<file path="config.mk">
export PLATFORM = sky130hd
export DESIGN_NAME = load_queue
export DESIGN_NICKNAME = d
export VERILOG_FILES = /design/src/rtl/load_queue.sv
export SDC_FILE = /design/constraint.sdc
export NUM_CORES = 1
export LEC_CHECK = 0
export ABC_AREA = 1
export CORE_UTILIZATION = 29
export CTS_BUF_LIST = sky130_fd_sc_hd__clkbuf_4 sky130_fd_sc_hd__clkbuf_8
export DETAILED_ROUTE_END_ITERATION = 10
export DONT_BUFFER_PORTS = 1
export HOLD_SLACK_MARGIN = 0.12
export PLACE_DENSITY = 0.53
export SYNTH_ARGS = -nofsm -noshare
export SYNTH_HDL_FRONTEND = slang
export SYNTH_SLANG_ARGS = --single-unit
</file>
<file path="constraint.sdc">
create_clock -name clock -period 6.8 [get_ports clock]
set_input_delay 0.68 -clock clock [delete_from_list [all_inputs] [get_ports clock]]
set_output_delay 0.68 -clock clock [all_outputs]
set_load 0.03 [all_outputs]
</file>
<file path="src/rtl/load_queue.sv">
// load_queue: in-order load queue between the ACU, the memory read port and the CDB.
// Optional LQ_BYPASS_EN: an allocation into an empty queue issues to memory the same cycle.
`ifndef XLEN
`define XLEN 32
`endif
`ifndef ROB_TAG_LEN
`define ROB_TAG_LEN 6
`endif

module load_queue #(
  parameter int LQ_DEPTH = 4,
  parameter int TAG_W    = `ROB_TAG_LEN
) (
  input  logic                      clock,
  input  logic                      reset,
  input  logic                      alloc_valid,
  input  logic [`XLEN-1:0]          alloc_addr,
  input  logic [TAG_W-1:0]          alloc_tag,
  input  logic [2:0]                alloc_size,
  output logic                      alloc_ready,
  input  logic                      pending_stores,
  input  logic                      mem_busy,
  output logic                      mem_req,
  output logic [`XLEN-1:0]          mem_addr,
  output logic [2:0]                mem_size,
  output logic [TAG_W-1:0]          mem_tag,
  input  logic                      mem_resp_valid,
  input  logic [`XLEN-1:0]          mem_resp_data,
  output logic                      done_valid,
  output logic [TAG_W-1:0]          done_tag,
  output logic [`XLEN-1:0]          done_data,
  input  logic                      squash,
  output logic [$clog2(LQ_DEPTH):0] count
);
  localparam int PW = $clog2(LQ_DEPTH);
  localparam int XL = `XLEN;
  localparam logic [PW:0] DEPTH_C = (PW+1)'(LQ_DEPTH);

  localparam logic [1:0] ST_EMPTY  = 2'd0;
  localparam logic [1:0] ST_WAIT   = 2'd1;
  localparam logic [1:0] ST_ISSUED = 2'd2;

  logic [1:0]       state_q [LQ_DEPTH];
  logic [1:0]       state_d [LQ_DEPTH];
  logic [XL-1:0]    addr_q  [LQ_DEPTH];
  logic [XL-1:0]    addr_d  [LQ_DEPTH];
  logic [TAG_W-1:0] tag_q   [LQ_DEPTH];
  logic [TAG_W-1:0] tag_d   [LQ_DEPTH];
  logic [2:0]       size_q  [LQ_DEPTH];
  logic [2:0]       size_d  [LQ_DEPTH];

  logic [PW-1:0]    head_q, head_d, issue_q, issue_d, tail_q, tail_d;
  logic [PW:0]      count_q, count_d;
  logic [PW+1:0]    drop_q, drop_d, issued_left;
  logic             done_valid_q, done_valid_d;
  logic [TAG_W-1:0] done_tag_q, done_tag_d;
  logic [XL-1:0]    done_data_q, done_data_d;

  logic alloc_fire, issue_fire, bypass_fire, retire, drop_resp;

  function automatic logic [XL-1:0] extend(input logic [XL-1:0] d, input logic [2:0] sz);
    case (sz[1:0])
      2'd0:    extend = sz[2] ? {{(XL-8){1'b0}}, d[7:0]}   : {{(XL-8){d[7]}}, d[7:0]};
      2'd1:    extend = sz[2] ? {{(XL-16){1'b0}}, d[15:0]} : {{(XL-16){d[15]}}, d[15:0]};
      default: extend = d;
    endcase
  endfunction

  always_comb begin
    alloc_ready = (count_q < DEPTH_C);
    alloc_fire  = alloc_valid && alloc_ready && !squash;
    issue_fire  = (state_q[issue_q] == ST_WAIT) && !pending_stores && !mem_busy && !squash;
`ifdef LQ_BYPASS_EN
    bypass_fire = alloc_fire && (count_q == '0) && !pending_stores && !mem_busy;
`else
    bypass_fire = 1'b0;
`endif
    mem_req = issue_fire || bypass_fire;
    if (bypass_fire) begin
      mem_addr = alloc_addr;
      mem_size = alloc_size;
      mem_tag  = alloc_tag;
    end else begin
      mem_addr = addr_q[issue_q];
      mem_size = size_q[issue_q];
      mem_tag  = tag_q[issue_q];
    end
  end

  always_comb begin
    state_d      = state_q;
    addr_d       = addr_q;
    tag_d        = tag_q;
    size_d       = size_q;
    head_d       = head_q;
    issue_d      = issue_q;
    tail_d       = tail_q;
    drop_d       = drop_q;
    issued_left  = '0;
    done_tag_d   = done_tag_q;
    done_data_d  = done_data_q;

    // Responses owed to squashed loads arrive first, so they are consumed before any live one.
    drop_resp    = mem_resp_valid && (drop_q != '0);
    retire       = mem_resp_valid && (drop_q == '0) && (state_q[head_q] == ST_ISSUED);
    done_valid_d = retire && !squash;

    if (drop_resp) drop_d = drop_q - (PW+2)'(1);
    if (retire) begin
      done_tag_d       = tag_q[head_q];
      done_data_d      = extend(mem_resp_data, size_q[head_q]);
      state_d[head_q]  = ST_EMPTY;
      head_d           = head_q + PW'(1);
    end
    if (issue_fire) begin
      state_d[issue_q] = ST_ISSUED;
      issue_d          = issue_q + PW'(1);
    end
    if (alloc_fire) begin
      state_d[tail_q] = bypass_fire ? ST_ISSUED : ST_WAIT;
      addr_d[tail_q]  = alloc_addr;
      tag_d[tail_q]   = alloc_tag;
      size_d[tail_q]  = alloc_size;
      tail_d          = tail_q + PW'(1);
      if (bypass_fire) issue_d = issue_q + PW'(1);
    end
    count_d = count_q + (PW+1)'(alloc_fire) - (PW+1)'(retire);

    // Everything still in flight after this cycle's response becomes a future drop.
    if (squash) begin
      for (int unsigned i = 0; i < LQ_DEPTH; i++) begin
        if (state_d[i] == ST_ISSUED) issued_left = issued_left + (PW+2)'(1);
        state_d[i] = ST_EMPTY;
      end
      drop_d  = drop_d + issued_left;
      head_d  = '0;
      issue_d = '0;
      tail_d  = '0;
      count_d = '0;
    end
  end

  always_ff @(posedge clock) begin
    if (reset) begin
      for (int unsigned i = 0; i < LQ_DEPTH; i++) state_q[i] <= ST_EMPTY;
      head_q       <= '0;
      issue_q      <= '0;
      tail_q       <= '0;
      count_q      <= '0;
      drop_q       <= '0;
      done_valid_q <= 1'b0;
      done_tag_q   <= '0;
      done_data_q  <= '0;
    end else begin
      state_q      <= state_d;
      head_q       <= head_d;
      issue_q      <= issue_d;
      tail_q       <= tail_d;
      count_q      <= count_d;
      drop_q       <= drop_d;
      done_valid_q <= done_valid_d;
      done_tag_q   <= done_tag_d;
      done_data_q  <= done_data_d;
    end
  end

  always_ff @(posedge clock) begin
    addr_q <= addr_d;
    tag_q  <= tag_d;
    size_q <= size_d;
  end

  assign count      = count_q;
  assign done_valid = done_valid_q;
  assign done_tag   = done_tag_q;
  assign done_data  = done_data_q;

endmodule
</file>
==> qor.yml, run 1 <==
worst_setup_path_end_kind: "register"
cts_buffers: 40
max_clock_freq_mhz: 229
reg2reg_to: "drop_q[3]"
grt_use_met2_pct: 21.0
synthFlopType: "edfxtp_1"
hold_path_class: "in -> reg"
final_common_cell: "edfxtp_1"
clock_sinks: 224
rsz0062_at_grt: "no"
nets: 980
htree_levels: 2
synth_cell_types: 42
cp.arrival_ns: 4.80
routed_wl_um: 23200
cp-startpoint: "head_q[0]"
synth_top_cell_by_area: "edfxtp_1"
grt_pass1_vias: 6157
internal-power_mw: 2.18
fin_area_um2: 10700
min_period_ns: 4.38
synth_nets: 980
grt_max_degree: 87
tightest_slew_ns: 0.980
drtAntennaViolNets: 0
endpoint: "drop_q[3]"
die_area_um2: 33600
reg2reg_slack_ns: 2.42
syn2layout_area_growth_pct: 11.7
vias: 6275
first_pass_iters: 4
post_synth_instance_area_um2: 9540
place_hpwl_um: 13400
synth_warnings: 0
synth-seq-area-share_pct: 64.2
io_pins: 165
num_rows: 66
cts_tree: "done"
synth_edf_count: 164
most-common-layout-cells: "edfxtp_1 (164), o21ai_0 (128), nor2_1 (115), nand2_1 (94), dfxtp_1 (58)"
cts_hold_buf: 0
hold_viol: 0
synth.avg_cell_area_um2: 10.9
status: "finished, final reports clean"
yosysTopAreaCellShare_pct: 51.6
placed_cell_area_um2: 9910
maxSlewHeadroom_pct: 35.6
viasPerCell: 4.67
crit_type: "reg -> reg"
power_density_nw_per_um2: 265
cp_cell_sequence: "nand3_1, nand3_1, nand3_2, inv_2, nand2_1, a22oi_1, nor2_1, nand2_1, inv_1, ha_1, nand4_1, nand2_1, inv_1, ha_1, nand3_1, nand2_1, ha_1, a21oi_1, nand2_1, nand2_1, xor2_1, nand3_1, nor3b_1"
die_w_um: 183
drc: 0
seq_area_um2: 6130
async_reset_ff_share_pct: 0
ys_ff_latch: 224
r2r-start: "head_q[0]"
ctsResizeCount: 0
period_share_pct: 64.4
setup_viol: 0
clkLatencyLatePin_ns: 0.54
ff2ff_path_depth: 23
pwr-share-seq_pct: 53.1
p_clk_share_pct: 42.7
io_buffers: 0
swShare_pct: 22.7
holdWs_ns: 0.218
diodes: 0
overflow: 0
pwr-share-comb_pct: 4.2
antenna_found_initial: 0
vdd_ir_drop_max_mv: 0.148
clk_pin_slew_ns: 0.05
place_congestion: 0.807
routedWlPerCell_um: 17.3
timing.setup.tns_ns: 0
cp-start-kind: "register"
multi_input_area_um2: 2930
cts_buffer_depth: 3
root_buffer: "clkbuf_8"
grt_util_all_layers_pct: 13.6
clock-skew-final_ns: 0.0103
timing.final.max_slew_violations: 0
drive_above_1_share_pct: 12.5
busiest_layer: "met2"
use_met3_pct: 6.83
grt_pass1_wl_um: 34900
p_leak_nw: 3.80
crit_slowest_cell: "dfxtp_1"
die_h_um: 183
drv_cap: 0
core_um2: 32500
p_sw_uw: 642
yosys-top-cells-area: "edfxtp_1 (52%), dfxtp_1 (13%), o21ai_0 (6.7%), nor2_1 (4.6%), nand2_1 (3.7%)"
initial_core_util_pct: 29.4
slowest_delay_ns: 0.90
drtIter0Drc: 308
crit_top_cell: "nand2_1"
post-cts-setup-buffers: 0
critPathMaxFanout: 25
met1_usage_pct: 16.1
synthCells: 876
nFillCells: 3262
crit_required_ns: 7.22
[worst max-delay path: cells and delay by family, from the launching register on]
kind            cells  cell delay [ns]
fa+ha+maj           3             0.79
compound gates      2             0.38
xor+xnor            1             0.19
flops               1             0.90
simple gates       14             1.67
buf+inv             3             0.33
[power by group through the flow]
stage / logic [mW] / clock network, mW / registers, mW
floorplan: 0.0955 / 0 / 1.53
global placement: 0.121 / 0 / 1.53
detailed placement: 0.122 / 0 / 1.53
CTS: 0.123 / 1.27 / 1.50
global route: 0.135 / 1.32 / 1.50
finish: 0.120 / 1.21 / 1.50
[worst min path at each step]
stage                     startpoint      endpoint  slack [ns]  depth (start not counted)
after floorplan            tail_q[1]     tail_q[1]        0.49                          2
after global placement     tail_q[1]     tail_q[1]        0.51                          2
after detailed placement   tail_q[1]     tail_q[1]        0.53                          2
after CTS                      reset   done_tag[3]        0.17                          1
after global routing           reset  done_data[1]        0.17                          1
final                          reset  done_data[1]        0.22                          1
[Yosys cell counts (9+ instances only)]
library cell  count
nand3_1          33
ha_1             22
a21oi_1          30
o21ai_0         128
nor2_1          117
clkbuf_1         32
nand2_1          94
o21bai_1         16
o22ai_1          48
a21oi_2           9
edfxtp_1        164
inv_1            55
dfxtp_1          60
[registers in the layout, summed over array words and instances, names as in the netlist, 2 cells and up]
register	flops
addr_q	128
done_data	32
tag_q	24
size_q	12
state_q	8
done_tag	6
drop_q	4
count	3
head_q	2
issue_q	2
tail_q	2
[routing by layer]
| layer | up-vias | part of all wire, % | routed length [µm] |
|---|---|---|---|
| li1 | 3082 | - | - |
| met1 | 2933 | 42 | 9740 |
| met2 | 207 | 44 | 10200 |
| met3 | 53 | 11 | 2650 |
| met4 | 0 | 2.6 | 613 |
| met5 | - | 0 | 0 |
[cell families (layout without fill, tap and decap cells)]
group | Yosys count | in the layout | synth area share (%)
AOI/OAI and AO/OA | 239 | 239 | 14.2
xor gates and xnor gates | 5 | 5 | 0.459
adders and majority gates | 24 | 24 | 3.30
buffers and inverters | 112 | 137 | 5.24
DFF | 224 | 224 | 64.2
and+or+nand+nor | 272 | 272 | 12.6
[through the flow]
stage	util, %	total power [mW]	setup WS (ns)	instances
global route	32.8	2.95	1.98	1343
CTS	32.8	2.89	2.45	1343
global placement	30.5	1.65	2.61	1276
detailed placement	30.5	1.65	2.48	1276
finish	32.8	2.83	2.42	1343
floorplan	-	1.62	1.65	876
[cell type report]
cell class	instances	share of cell area [%]
repair buffers	8	0.563
inverters	62	2.19
clock inverters	15	0.927
flip-flops and latches	224	57.5
clock buffers	52	6.13
multi-input cells	540	27.5
well taps	442	5.19
Note: power is estimated with default switching activity, not from simulation.
==> run 2, diff against run 1 <==
==> constraint.sdc (replaced) <==
create_clock -name clock -period 4.37 [get_ports clock]
set_input_delay 0.437 -clock clock [delete_from_list [all_inputs] [get_ports clock]]
set_output_delay 0.437 -clock clock [all_outputs]
set_load 0.03 [all_outputs]
==> run 2 against run 1 <==
Sequential power rose by 55%. Worst setup slack got worse by 1.7 ns. Non-clock buffer count rose by 82. Clock-buffer cell count rose by 7. Power rose by 61%. Register-to-register slack got worse by 1.7 ns. Die area did not move. Critical path depth fell by 3. Critical path type unchanged. Critical endpoint unchanged.
==> qor.yml, run 2 (synthesized netlist as in run 1, its figures left out) <==
min_period_ns: 3.68  # was 4.38 ns
ff2ff_path_depth: 20  # was 23
die_h_um: 183  # unchanged
crit_type: "reg -> reg"  # unchanged
post-route-util_pct: 35.5  # was 32.8%
num_rows: 66  # unchanged
antenna_found_initial: 3  # was 0
drc: 0  # unchanged
clk_pin_slew_ns: 0.06  # was 0.05 ns
first_pass_iters: 4  # unchanged
grt_max_degree: 65  # was 87
crit_required_ns: 4.77  # was 7.22 ns
period_share_pct: 84.1  # was 64.4%
grt_pass1_vias: 6573  # was 6157
clock_sinks: 224  # unchanged
timing.final.max_slew_violations: 0  # unchanged
place_hpwl_um: 14000  # was 13400 µm
diodes: 0  # unchanged
critPathMaxFanout: 6  # was 25
r2r-start: "count[2]"  # was head_q[0]
cp-start-kind: "register"  # unchanged
seq_area_um2: 6130  # unchanged
reg2reg_slack_ns: 0.69  # was 2.42 ns
syn2layout_area_growth_pct: 20.6  # was 11.7%
drtIter0Drc: 241  # was 308
hold_path_class: "in -> reg"  # unchanged
htree_levels: 2  # unchanged
most-common-layout-cells: "edfxtp_1 (164), o21ai_0 (128), nor2_1 (115), nand2_1 (94), dlygate4sd3_1 (74)"  # was edfxtp_1 (164), o21ai_0 (128), nor2_1 (115), nand2_1 (94), dfxtp_1 (58)
viasPerCell: 4.67  # about the same
root_buffer: "clkbuf_8"  # unchanged
post-cts-setup-buffers: 0  # unchanged
timing.setup.tns_ns: 0  # unchanged
reg2reg_to: "drop_q[3]"  # unchanged
overflow: 0  # unchanged
die_w_um: 183  # unchanged
grt_util_all_layers_pct: 14.2  # was 13.6%
rsz0062_at_grt: "no"  # unchanged
status: "finished, final reports clean"  # unchanged
drv_cap: 0  # unchanged
top_register: "addr_q"  # unchanged
io_pins: 165  # unchanged
cts_buffers: 41  # was 40
p_leak_nw: 4.17  # was 3.80 nW
routed_wl_um: 24200  # was 23200 µm
worst_setup_path_end_kind: "register"  # unchanged
max_clock_freq_mhz: 272  # was 229 MHz
core_um2: 32500  # unchanged
largest_reg_flops: 128  # unchanged
power_density_nw_per_um2: 396  # was 265 nW/µm²
die_area_um2: 33600  # unchanged
nets: 1063  # was 980
initial_core_util_pct: 29.4  # unchanged
cts_buffer_depth: 3  # unchanged
setup_viol: 0  # unchanged
hp-start: "mem_resp_data[18]"  # was reset
final_common_cell: "edfxtp_1"  # unchanged
drtAntennaViolNets: 0  # unchanged
drive_above_1_share_pct: 12.6  # was 12.5%
maxSlewHeadroom_pct: 39.0  # was 35.6%
endpoint: "drop_q[3]"  # unchanged
multi_input_area_um2: 2930  # unchanged
routedWlPerCell_um: 16.9  # was 17.3 µm
cts_tree: "done"  # unchanged
clkLatencyLatePin_ns: 0.55  # was 0.54 ns
vdd_ir_drop_max_mv: 0.280  # was 0.148 mV
cp-startpoint: "count[2]"  # was head_q[0]
place_congestion: 0.742  # was 0.807
vias: 6658  # was 6275
cp.arrival_ns: 4.08  # was 4.80 ns
grt_pass1_wl_um: 36500  # was 34900 µm
hold_viol: 0  # unchanged
clock-skew-final_ns: 0.0209  # was 0.0103 ns
tightest_slew_ns: 0.929  # was 0.980 ns
io_buffers: 0  # unchanged
nFillCells: 3242  # was 3262
-- run 2: cell count changes in the layout (fill, tap and decap cells not counted), sizes merged --
cell	before	now
clkinvlp	1	0
clkbuf	52	59
clkinv	13	8
inv	62	63
buf	8	16
dlygate4sd3	0	74
-- run 2: power breakdown --
part / leakage [nW] / internal, mW / switching, mW / total (mW)
clock: 0.426 / 1.11 / 0.850 / 1.96
combinational: 1.77 / 0.0896 / 0.168 / 0.258
sequential: 1.98 / 2.32 / 0.0134 / 2.33
-- run 2: area by class of cell --
cell class                 count  share of cell area (%)
timing repair buffer          90                    7.48
clock buffer                  59                    6.24
multi-input combinational    540                    25.5
clock inverter                10                   0.685
sequential                   224                    53.3
tap                          442                    4.81
inverter                      62                    2.03
-- run 2: what timing repair did --
item                      CTS  global route
hold buffers               74             0
resized for setup           0             0
hold endpoints to repair  206             0
-- run 2: worst min path at each step --
stage	slack, ns	to	cells after the start
2_1_floorplan	0.49	tail_q[1]	2
3_3_place_gp	0.51	done_tag[3]	1
3_5_place_dp	0.51	done_tag[4]	1
4_1_cts	0.13	done_data[18]	4
5_1_grt	0.16	done_data[18]	4
6_report	0.17	done_data[18]	4
-- run 2: metal layers --
layer	wire (µm)	share of wire (%)	GRT usage [%]	vias up
li1	-	-	-	3253
met1	10400	43	16.8	3125
met2	10900	45	22.8	219
met3	2240	9.3	5.98	55
met4	604	2.5	5.57	6
met5	41	0.17	0	-
-- run 2: critical path, stage by stage, from the launching register on --
cell,delay [ns]
dfxtp_1,0.43
inv_1,0.28
nand2_1,0.16
nor2_1,0.21
inv_1,0.19
o22ai_1,0.23
nor2_1,0.09
ha_1,0.32
nand4_1,0.12
nand2_1,0.11
inv_1,0.05
ha_1,0.18
nand3_1,0.08
nand2_1,0.06
ha_1,0.31
a21oi_1,0.16
nand2_1,0.06
nand2_1,0.06
xor2_1,0.18
nand3_1,0.09
nor3b_1,0.14
-- run 2: per-stage QoR --
stage	std cells	power [mW]	instance area (µm²)	setup WS, ns	hold WS (ns)
detailed placement	1284	2.57	9970	0.765	0.510
CTS	1427	4.64	11500	0.673	0.126
global route	1427	4.76	11500	0.344	0.161
finish	1427	4.55	11500	0.693	0.168
floorplan	876	2.52	9550	0.439	0.490
global placement	1284	2.56	9970	0.815	0.509
